File: config.mk
export PLATFORM = sky130hd
export DESIGN_NAME = ex_mem_stage
export DESIGN_NICKNAME = d
export VERILOG_FILES = /design/src/rtl/mips_pipe_pkg.sv /design/src/rtl/ex_mem_stage_fwd_select.sv /design/src/rtl/ex_mem_stage.sv
export SDC_FILE = /design/constraint.sdc
export NUM_CORES = 1
export LEC_CHECK = 0
export BUFFER_PORTS_ARGS = -buffer_cell sky130_fd_sc_hd__buf_2
export CELL_PAD_IN_SITES_DETAIL_PLACEMENT = 0
export CELL_PAD_IN_SITES_GLOBAL_PLACEMENT = 1
export CORE_AREA = 2 2 112 158
export DETAILED_ROUTE_END_ITERATION = 12
export DIE_AREA = 0 0 114 160
export PLACE_DENSITY = 0.86
export SYNTH_ARGS = -nofsm -noshare
export SYNTH_HDL_FRONTEND = slang
export SYNTH_SLANG_ARGS = --single-unit
export TNS_END_PERCENT = 5
File: constraint.sdc
create_clock -name clk -period 3.2 [get_ports clk]
set_clock_uncertainty 0.2 [all_clocks]
set_input_delay 0 -clock clk [delete_from_list [all_inputs] [get_ports clk]]
set_output_delay 0 -clock clk [all_outputs]
set_load 0.01 [all_outputs]
File: src/rtl/mips_pipe_pkg.sv
// Shared constants for the MIPS pipeline slice: forward-select codes,
// trap FSM encoding and default register-address width.
package mips_pipe_pkg;

  localparam int REG_AW_DEF = 5;

  localparam logic [1:0] FWD_RF    = 2'b00;
  localparam logic [1:0] FWD_MEMWB = 2'b10;
  localparam logic [1:0] FWD_EXMEM = 2'b11;

  typedef enum logic {
    NORMAL = 1'b0,
    TRAP   = 1'b1
  } trap_state_e;

endpackage

File: src/rtl/ex_mem_stage_fwd_select.sv
// Operand-forward select for one ALU source: EX/MEM wins over MEM/WB,
// and register 0 is never forwarded.
module fwd_select
  import mips_pipe_pkg::*;
#(
  parameter int REG_AW = REG_AW_DEF
) (
  input  logic [REG_AW-1:0] src,
  input  logic [REG_AW-1:0] exmem_dest,
  input  logic              exmem_fwd,
  input  logic [REG_AW-1:0] wb_dest,
  input  logic              wb_reg_write,
  output logic [1:0]        sel
);

  always_comb begin
    sel = FWD_RF;
    if (src != '0) begin
      if (exmem_fwd && (exmem_dest == src)) begin
        sel = FWD_EXMEM;
      end else if (wb_reg_write && (wb_dest == src)) begin
        sel = FWD_MEMWB;
      end
    end
  end

endmodule

File: src/rtl/ex_mem_stage.sv
// EX/MEM pipeline register with forwarding selects, load-use detect and
// branch resolve. Overflow trap FSM is built only when OVF_TRAP_EN is defined.
module ex_mem_stage
  import mips_pipe_pkg::*;
#(
  parameter int DATA_W = 32,
  parameter int REG_AW = REG_AW_DEF
) (
  input  logic              clk,
  input  logic              reset,
  input  logic [DATA_W-1:0] alu_result,
  input  logic              alu_zero,
  input  logic              alu_overflow,
  input  logic [DATA_W-1:0] ex_store_data,
  input  logic [31:0]       ex_pc,
  input  logic [31:0]       ex_branch_target,
  input  logic              ex_valid,
  input  logic              ex_reg_write,
  input  logic              ex_mem_read,
  input  logic              ex_mem_write,
  input  logic              ex_branch_eq,
  input  logic              ex_branch_ne,
  input  logic              ex_ovf_trap,
  input  logic [REG_AW-1:0] ex_dest,
  input  logic [REG_AW-1:0] id_rs,
  input  logic [REG_AW-1:0] id_rt,
  input  logic              stall,
  input  logic              flush,
  input  logic              exc_ack,
  output logic [DATA_W-1:0] alu_op_q,
  output logic [DATA_W-1:0] store_data_q,
  output logic [REG_AW-1:0] dest_q,
  output logic              reg_write_q,
  output logic              mem_read_q,
  output logic              mem_write_q,
  output logic              valid_q,
  output logic              branch_taken_q,
  output logic [31:0]       branch_target_q,
  output logic [1:0]        sel_a,
  output logic [1:0]        sel_b,
  output logic              load_use_stall,
  output logic              exc_pending,
  output logic [31:0]       epc_q
);

  logic              advance;
  logic              stall_hold;
  logic              in_trap;
  logic              trap_take;
  logic              take;
  logic [REG_AW-1:0] wb_dest;
  logic              wb_reg_write;
  logic              exmem_fwd;

  assign advance    = ~stall & ~flush;
  assign stall_hold = stall & ~flush;

`ifdef OVF_TRAP_EN
  // state  | meaning
  // NORMAL | instructions commit normally
  // TRAP   | overflow trap raised; all incoming instructions squashed until exc_ack
  trap_state_e state_q, state_d;

  always_ff @(posedge clk or posedge reset) begin
    if (reset) state_q <= NORMAL;
    else       state_q <= state_d;
  end

  always_comb begin
    state_d = state_q;
    case (state_q)
      NORMAL:  if (advance && ex_valid && ex_ovf_trap && alu_overflow) state_d = TRAP;
      TRAP:    if (exc_ack) state_d = NORMAL;
      default: state_d = NORMAL;
    endcase
  end

  always_comb begin
    in_trap     = (state_q == TRAP);
    trap_take   = (state_q == NORMAL) && (state_d == TRAP);
    exc_pending = in_trap;
  end

  always_ff @(posedge clk or posedge reset) begin
    if (reset)          epc_q <= '0;
    else if (trap_take) epc_q <= ex_pc;
  end
`else
  logic unused_trap_inputs;

  assign in_trap            = 1'b0;
  assign trap_take          = 1'b0;
  assign exc_pending        = 1'b0;
  assign epc_q              = '0;
  assign unused_trap_inputs = ^{exc_ack, alu_overflow, ex_ovf_trap, ex_pc};
`endif

  assign take = ex_valid & ~in_trap & ~trap_take;

  // branch_taken_q is a one-cycle pulse, so it drops while the slot is stalled
  always_ff @(posedge clk or posedge reset) begin
    if (reset) begin
      alu_op_q        <= '0;
      store_data_q    <= '0;
      dest_q          <= '0;
      branch_target_q <= '0;
      valid_q         <= 1'b0;
      reg_write_q     <= 1'b0;
      mem_read_q      <= 1'b0;
      mem_write_q     <= 1'b0;
      branch_taken_q  <= 1'b0;
    end else if (flush) begin
      valid_q        <= 1'b0;
      reg_write_q    <= 1'b0;
      mem_read_q     <= 1'b0;
      mem_write_q    <= 1'b0;
      branch_taken_q <= 1'b0;
    end else if (stall) begin
      branch_taken_q <= 1'b0;
    end else begin
      alu_op_q        <= alu_result;
      store_data_q    <= ex_store_data;
      dest_q          <= ex_dest;
      branch_target_q <= ex_branch_target;
      valid_q         <= take;
      reg_write_q     <= take & ex_reg_write;
      mem_read_q      <= take & ex_mem_read;
      mem_write_q     <= take & ex_mem_write;
      branch_taken_q  <= take & ((ex_branch_eq & alu_zero) | (ex_branch_ne & ~alu_zero));
    end
  end

  always_ff @(posedge clk or posedge reset) begin
    if (reset) begin
      wb_dest      <= '0;
      wb_reg_write <= 1'b0;
    end else begin
      wb_dest      <= dest_q;
      wb_reg_write <= valid_q & reg_write_q & ~stall_hold;
    end
  end

  assign exmem_fwd = valid_q & reg_write_q & ~mem_read_q;

  fwd_select #(.REG_AW(REG_AW)) u_fwd_a (
    .src          (id_rs),
    .exmem_dest   (dest_q),
    .exmem_fwd    (exmem_fwd),
    .wb_dest      (wb_dest),
    .wb_reg_write (wb_reg_write),
    .sel          (sel_a)
  );

  fwd_select #(.REG_AW(REG_AW)) u_fwd_b (
    .src          (id_rt),
    .exmem_dest   (dest_q),
    .exmem_fwd    (exmem_fwd),
    .wb_dest      (wb_dest),
    .wb_reg_write (wb_reg_write),
    .sel          (sel_b)
  );

  assign load_use_stall = valid_q & mem_read_q & (dest_q != '0) &
                          ((dest_q == id_rs) | (dest_q == id_rt));

endmodule

# Word level (Yosys, flattened, before mapping)
# Cells that the tools add are included.
[op_classes]
n_reduce_logical = 8
bitwise = 20
eq_ne = 5
muxes = 16
[op_table]
columns = ["op", "count"]
rows = [
  ["$eq A5 B5 Y1", 4],
  ["$reduce_bool A5 Y1", 3],
  ["$and A1 B1 Y1", 13],
  ["$mux W2", 6],
  ["$mux W1", 10],
  ["$not A1 Y1", 5],
  ["$logic_and A1 B1 Y1", 4],
  ["$ne A2 B1 Y1 const B", 1],
  ["$or A1 B1 Y1", 2],
  ["$reduce_and A2 Y1", 1],
]
[word_totals]
reg_bits = 112
input_bits = 157

# Logic depth before layout (Yosys ltp)
# Gate-level depths: netlist of the first run.
[depth]
ltp_word = 6
ltp_mapped = 5

# Hierarchy
# Synthesis of the first run repeated with hierarchy kept, for this count alone.
[hier_totals]
cells_unflattened = 327
hier_area_um2 = 5082.4
[modules_own_cells]
columns = ["module", "area_each_um2", "seq_area_each_um2", "cells_each", "instances"]
rows = [
  ["ex_mem_stage", 4817.1, 2802.7, 293, 1],
  ["fwd_select", 132.6, 0.0, 17, 2],
]

# Worst setup path after synthesis of the first run
# OpenSTA, ideal clock, no wires.
[synth_path]
path_type = "register -> output"
start = "reg dest_q[1]"
end = "out load_use_stall"
arrival_ns = 1.212
path_slack_ns = 1.788
path_stages_with_launch = 4
cell_sequence = "dfrtp_1 > or4_1 > o211ai_1 > nor2_1"
[synth_via]
elab_chain_len = 3
[synth_rtl]
columns = ["item", "line", "source"]
rows = [
  ["from (decl)", "ex_mem_stage.sv:32", "output logic [REG_AW-1:0] dest_q,"],
  ["from (signal assigned)", "ex_mem_stage.sv:123", "dest_q <= ex_dest;"],
  ["$eq A5 B5 Y1 / $reduce_bool A5 Y1 (equally long branches)", "ex_mem_stage.sv:164, ex_mem_stage.sv:163", ""],
  ["$or A1 B1 Y1 / $and A1 B1 Y1 (equally long branches)", "ex_mem_stage.sv:164, ex_mem_stage.sv:163", ""],
  ["$and A1 B1 Y1 *", "ex_mem_stage.sv:163", "assign load_use_stall = valid_q & mem_read_q & (dest_q != '0) &"],
  ["to (decl)", "ex_mem_stage.sv:41", "output logic load_use_stall,"],
]
# Mark *: on every way between the ends. The rest lies on a longest branch, timed or not.

# Worst setup path after layout of the first run
[layout_path]
start = "in stall"
end = "reg mem_write_q"
[layout_via]
elab_chain_len = 1
[layout_rtl]
columns = ["item", "line", "source"]
rows = [
  ["from (decl)", "ex_mem_stage.sv:27", "input logic stall,"],
  ["$ne A2 B1 Y1 (no line)", "n/a", ""],
  ["to (signal assigned)", "ex_mem_stage.sv:128", "mem_write_q <= take & ex_mem_write;"],
  ["to (decl)", "ex_mem_stage.sv:35", "output logic mem_write_q,"],
]
# Every way passes these cells.
# A chain may end at the register's enable or synchronous reset.

==> run metrics, run 1 <==
Mapped Cells roughly 320; vias in the first global route around 4100; WL/cell between 10 and 15 um; final WL about 13000 um; die height ~160 um; routed vias 3744; ant diodes 0; Max Buffers Root-to-Sink 2; maximum vdd drop around 0.00026 V; drt first pass iters 4; post-route ant nets 0; sequential area share after synthesis 0.5627; CTS root buf clkbuf_16; Initial Util 0.2935; Slew HR 0.4607; status finished clean; Starting DRT DRC Count around 120; clk slew on worst S/H paths approximately 0.09 ns; fmax around 450 MHz; # setup viols final 0; share of cells above drive strength 1 0.5261; die area 0.01824 mm^2; placed cell areas 0.006211 mm^2; DRC Markers 0; logic gate share of total power 0.239; sw frac 0.2824; grt ovf 0; largest net degree at the start of global routing roughly 100; Slew @ Worst Pin 0.8089 ns; Tot GR Track Use 0.1408; row count 57; Final Hold Viols 0; area share of the largest cell type after synthesis 0.5627; CTS tree yes; Layout Nets around 820; Core Area between 0.015 and 0.02 mm^2; Tot Pwr 0.003905 W; critical path endpoint category register; # clock sinks ~110; Crit Path Category in -> reg; synthesized area per cell about 16 um^2; clock latency on the worst-skew pair between 0.3 and 0.4 ns; initial antenna violation count 0; fillcell total roughly 1500; H-tree depth 3; Static Leak between 3 and 4 nW; area leader, netlist dfrtp_1; setup tns final 0 ns; internal power 0.002802 W; Mapped Area about 0.005 mm^2; number of top-level pins 301; Finished Core Util 0.4532; Hold Crit Class in -> async; CTS Buf Count 9; Worst EP required 3.28 ns; final instance area approximately 0.0077 mm^2; dominant cells by area after synthesis dfrtp_1 (56%), mux2_4 (24%), buf_4 (5.0%); startpoint class of the critical path input pin; RSZ-0062 raised after global routing false; Final Max Tran Viols 0; CP Max Fanout 7; fin crit share 0.7014; Area growth syn-to-layout 54.43%; first-pass GRT wire length 20210 um; Seq pwr share 0.447; Die Width 114 um; Port Buffers ~230; synth warn 0; MaxCap Viol Count 0; Place WS between 1.5 and 2 ns; post-CTS resize count 0; Final Critical Period roughly 2.2 ns; Net Switching around 0.0011 W; Pwr Density approximately 510 mW/mm^2; fin worst setup slack roughly 0.96 ns; post-synthesis register bit count 112; routability congestion estimate from global placement between 0.7 and 0.8; Distinct cells, synth 21; Clk pwr share 0.314; Post-DP HPWL 7963 um; via density per instance between 4 and 5; Arr. time, crit path between 2 and 2.5 ns
==> worst max-delay path, cell delays in order <==
cell	delay, ns
dlygate4sd3_1	0.54
buf_2	0.18
nor2b_1	0.29
a22oi_1	0.11
dlygate4sd3_1	0.58
nor2_1	0.08
dlygate4sd3_1	0.54
==> per-layer routing <==
layer	wire [um]	share of wire	global-route usage	vias to the layer above
met5	0	0	0	-
met3	795	0.062	0.03643	39
met1	4675	0.36	0.1488	1803
li1	-	-	-	1715
met4	458	0.036	0.06652	0
met2	6946	0.54	0.2562	187
==> cell type report <==
class                   count  area, um^2  share of cell area
clock buffers               9       225.2             0.02928
clock inverters             7       105.1             0.01366
inverters                   2       10.01            0.001301
multi-input cells         192        1939              0.2521
flip-flops and latches    112        2803              0.3643
well taps                 206       257.7             0.03351
repair buffers            349        2352              0.3058
==> cell families (layout without fill, tap and decap cells) <==
group                     after synthesis  in the layout  synth area share
other                                   1             33         0.0007529
xor gates and xnor gates               20             20           0.03517
muxes                                 102            102            0.2899
buffers and inverters                  46            367           0.07360
and+or+nand+nor                        28             28           0.02638
AOI/OAI and AO/OA                       9              9           0.01156
DFF                                   112            112            0.5627
==> through the flow <==
| stage | hold WS, ns | instances |
|---|---|---|
| finish | 0.03093 | 877 |
| global route | 0.09894 | 877 |
| CTS | 0.04339 | 877 |
| detailed placement | -0.1154 | 746 |
| global placement | -0.1228 | 746 |
| floorplan | -0.1336 | 350 |
==> cell usage after synthesis <==
cell / instances
nor3_1: 2
buf_2: 2
mux2_4: 79
nor4_1: 2
dfrtp_1: 112
inv_1: 2
nand2_1: 2
conb_1: 1
o211ai_1: 1
xnor2_1: 2
buf_4: 33
nor2b_1: 1
mux2_2: 22
or4_1: 3
nor2_1: 14
xor2_1: 18
a21oi_1: 4
buf_6: 9
mux2i_1: 1
nand3_1: 4
a22oi_1: 4
==> registers in the layout, indices dropped and copies added (netlist names) <==
signal	count
alu_op_q	32
branch_taken_q	1
branch_target_q	32
dest_q	5
mem_read_q	1
mem_write_q	1
reg_write_q	1
store_data_q	32
valid_q	1
wb_dest	5
wb_reg_write	1
==> path summary, 6_finish.rpt <==
path / start / endpoint / slack (ns) / cells past startpoint
worst min register to register: store_data_q[0] / store_data_q[0] / 0.31 / 1
worst max register to register: reg_write_q / reg_write_q / 1.12 / 4
max in group asynchronous: reset / branch_target_q[2] / 1.96 / 4
min in group clk: id_rs[0] / sel_a[0] / 0.20 / 4
worst min-delay path: reset / branch_target_q[9] / 0.03 / 3
worst max-delay path: stall / mem_write_q / 0.96 / 7
==> placed cells by master, fill, tap and decap left out, types with 2 or more instances in the layout <==
cell | synthesis | routed
inv_8 | 0 | 3
nor2_1 | 14 | 13
a21oi_1 | 4 | 4
xnor2_1 | 2 | 2
nor3_1 | 2 | 2
dfrtp_1 | 112 | 112
nand3_1 | 4 | 4
clkbuf_16 | 0 | 9
dlygate4sd3_1 | 0 | 115
mux2_4 | 79 | 79
nand2_1 | 2 | 2
buf_12 | 0 | 2
mux2_2 | 22 | 22
or4_1 | 3 | 3
nor4_1 | 2 | 2
buf_2 | 2 | 232
a22oi_1 | 4 | 4
clkinv_8 | 0 | 2
conb_1 | 1 | 33
xor2_1 | 18 | 18
==> what timing repair did <==
action | CTS | global route
hold endpoints to repair | 144 | 0
hold buffers | 115 | 0
buffers inserted | 0 | 0
==> power groups by stage <==
stage | sequential, W | combinational, W | clock, W
2_1_floorplan | 0.00185 | 0.000421 | 0
3_3_place_gp | 0.00176 | 0.000807 | 0
3_5_place_dp | 0.00176 | 0.000827 | 0
4_1_cts | 0.00174 | 0.000934 | 0.00129
5_1_grt | 0.00177 | 0.00100 | 0.00133
6_report | 0.00174 | 0.000934 | 0.00123
Power figures use the tool's default switching activity.
==> inputs of run 2 (changes only) <==
--- a/config.mk
+++ b/config.mk
@@ -8,10 +8,10 @@
 export BUFFER_PORTS_ARGS = -buffer_cell sky130_fd_sc_hd__buf_2
 export CELL_PAD_IN_SITES_DETAIL_PLACEMENT = 0
 export CELL_PAD_IN_SITES_GLOBAL_PLACEMENT = 1
-export CORE_AREA = 2 2 112 158
+export CORE_AREA = 2 2 107 151
 export DETAILED_ROUTE_END_ITERATION = 12
-export DIE_AREA = 0 0 114 160
-export PLACE_DENSITY = 0.86
+export DIE_AREA = 0 0 109 153
+export PLACE_DENSITY = 0.89
 export SYNTH_ARGS = -nofsm -noshare
 export SYNTH_HDL_FRONTEND = slang
 export SYNTH_SLANG_ARGS = --single-unit
==> constraint.sdc (replaced) <==
create_clock -name clk -period 2.25 [get_ports clk]
set_clock_uncertainty 0.2 [all_clocks]
set_input_delay 0 -clock clk [delete_from_list [all_inputs] [get_ports clk]]
set_output_delay 0 -clock clk [all_outputs]
set_load 0.01 [all_outputs]
==> run metrics, run 2 (synthesis gave the netlist of run 1 again) <==
MaxCap Viol Count 0 (unchanged); WL/cell 15.26 um (was 14.68 um); H-tree depth 3 (unchanged); area of the multi-input gates 0.001942 mm^2 (was 0.001939 mm^2); Die Width 109 um (was 114 um); clk slew on worst S/H paths 0.07 ns (was 0.09 ns); Post-DP HPWL 8149 um (was 7963 um); drt first pass iters 4 (unchanged); number of top-level pins 301 (unchanged); critical path endpoint category register (unchanged); RSZ-0062 raised after global routing false (unchanged); # clock sinks 112 (unchanged); Arr. time, crit path 2.26 ns (was 2.33 ns); CTS Buf Count 9 (unchanged); via density per instance 4.307 (was 4.269); first-pass GRT wire length 20350 um (was 20210 um); ant diodes 0 (unchanged); Worst EP required 2.33 ns (was 3.28 ns); Initial Util 0.3248 (was 0.2935); Core Area 0.01534 mm^2 (was 0.01697 mm^2); Final Critical Period 2.185 ns; Max Buffers Root-to-Sink 2 (unchanged); share of cells above drive strength 1 0.5282 (was 0.5261); setup tns final 0 ns (unchanged); vias in the first global route 4071 (was 4107); routed vias 3747 (was 3744); Port Buffers 232 (unchanged); Hold Crit Class in -> out (was in -> async); Area growth syn-to-layout 54.63% (was 54.43%); fillcell total 1259 (was 1507); grt ovf 0 (unchanged); most common cell after layout, fill and taps aside buf_2 (unchanged); Static Leak 3.861 nW (was 3.858 nW); maximum vdd drop 0.0005151 V (was 0.0002624 V); Starting DRT DRC Count 150 (was 115); routability congestion estimate from global placement 0.7890 (was 0.7579); commonest non-fill, non-tap cells in the layout buf_2 (232), dlygate4sd3_1 (116), dfrtp_1 (112) (was buf_2 (232), dlygate4sd3_1 (115), dfrtp_1 (112)); Hold Path Depth 4; status finished clean (unchanged); die area 0.01668 mm^2 (was 0.01824 mm^2); final WL 13280 um (was 12880 um); Largest regs alu_op_q x32, branch_target_q x32, store_data_q x32 (unchanged); row count 54 (was 57); Final Max Tran Viols 0 (unchanged); DRC Markers 0 (unchanged); clock latency on the worst-skew pair 0.34 ns (about the same); # setup viols final 0 (unchanged); startpoint class of the critical path input pin (unchanged); fin crit share 0.9713; R2R cell count 4 (unchanged); DP Cell Count 738 (was 746); die height 153 um (was 160 um); Crit Path Category in -> reg (unchanged); CP Max Fanout 7 (unchanged); Layout Nets 826 (was 823); CTS tree yes (unchanged); Pwr Density 713.0 mW/mm^2 (was 507.6 mW/mm^2); Final Non-Filler Cells 870 (was 877); initial antenna violation count 0 (unchanged); Tot GR Track Use 0.1569 (was 0.1408); post-route ant nets 0 (unchanged); FF+latch area 0.002803 mm^2 (unchanged); Final Hold Viols 0 (unchanged); largest net degree at the start of global routing 72 (was 103); CTS root buf clkbuf_16 (unchanged); fmax around 460 MHz
[run 2: cell type report]
| type | instances | share of cell area |
|---|---|---|
| Sequential cell | 112 | 0.3639 |
| Timing Repair Buffer | 352 | 0.3103 |
| Multi-Input combinational cell | 192 | 0.2521 |
| Tap cell | 196 | 0.03184 |
| Clock buffer | 9 | 0.02924 |
| Clock inverter | 7 | 0.01121 |
| Inverter | 2 | 0.001462 |
[run 2: critical path, stage by stage]
cell	delay [ns]
dlygate4sd3_1	0.53
buf_2	0.18
nor2b_2	0.22
a22oi_1	0.10
dlygate4sd3_1	0.57
nor2_1	0.09
dlygate4sd3_1	0.57
[run 2: power breakdown]
part | leakage (nW) | internal [W] | switching, W
Combinational | 2.39 | 0.000780 | 0.000559
Clock | 0.150 | 0.000889 | 0.000777
Sequential | 1.33 | 0.00230 | 0.000190
[run 2: layer usage]
metal,up-vias,part of all wire,global-route usage
li1,1720,-,-
met1,1813,0.37,0.1700
met2,182,0.53,0.2863
met3,32,0.060,0.03412
met4,0,0.032,0.06777
met5,-,0,0
[run 2: per-stage QoR]
| step | setup slack, ns | total power, W | utilization | hold WS [ns] | area (um^2) |
|---|---|---|---|---|---|
| final | 0.06456 | 0.005492 | 0.5022 | 0.1904 | 7702 |
| after global routing | 0.05139 | 0.005766 | 0.5022 | 0.2075 | 7702 |
| after CTS | 0.04373 | 0.005541 | 0.5020 | 0.1905 | 7700 |
| after detailed placement | 0.6580 | 0.003687 | 0.4060 | -0.2006 | 6227 |
| after global placement | 0.6476 | 0.003651 | 0.4060 | -0.2044 | 6227 |
| after floorplan | 0.6925 | 0.003227 | - | -0.1336 | 5105 |
[run 2: repair_timing]
action,CTS,global route
hold buffers,116,0
gates resized for setup,0,1
hold endpoints to repair,219,0
endpoints found under the setup margin,0,2
setup buffers,0,0
[run 2: path summary, 6_finish.rpt]
kind                                        to             start  slack (ns)
max                                reg_write_q             stall        0.06
min reg2reg                   store_data_q[31]  store_data_q[31]        0.30
min in group asynchronous         alu_op_q[25]             reset        0.59
max reg2reg                        reg_write_q       reg_write_q        0.16
max in group asynchronous  branch_target_q[31]             reset        0.57
min                                   sel_a[0]          id_rs[0]        0.19
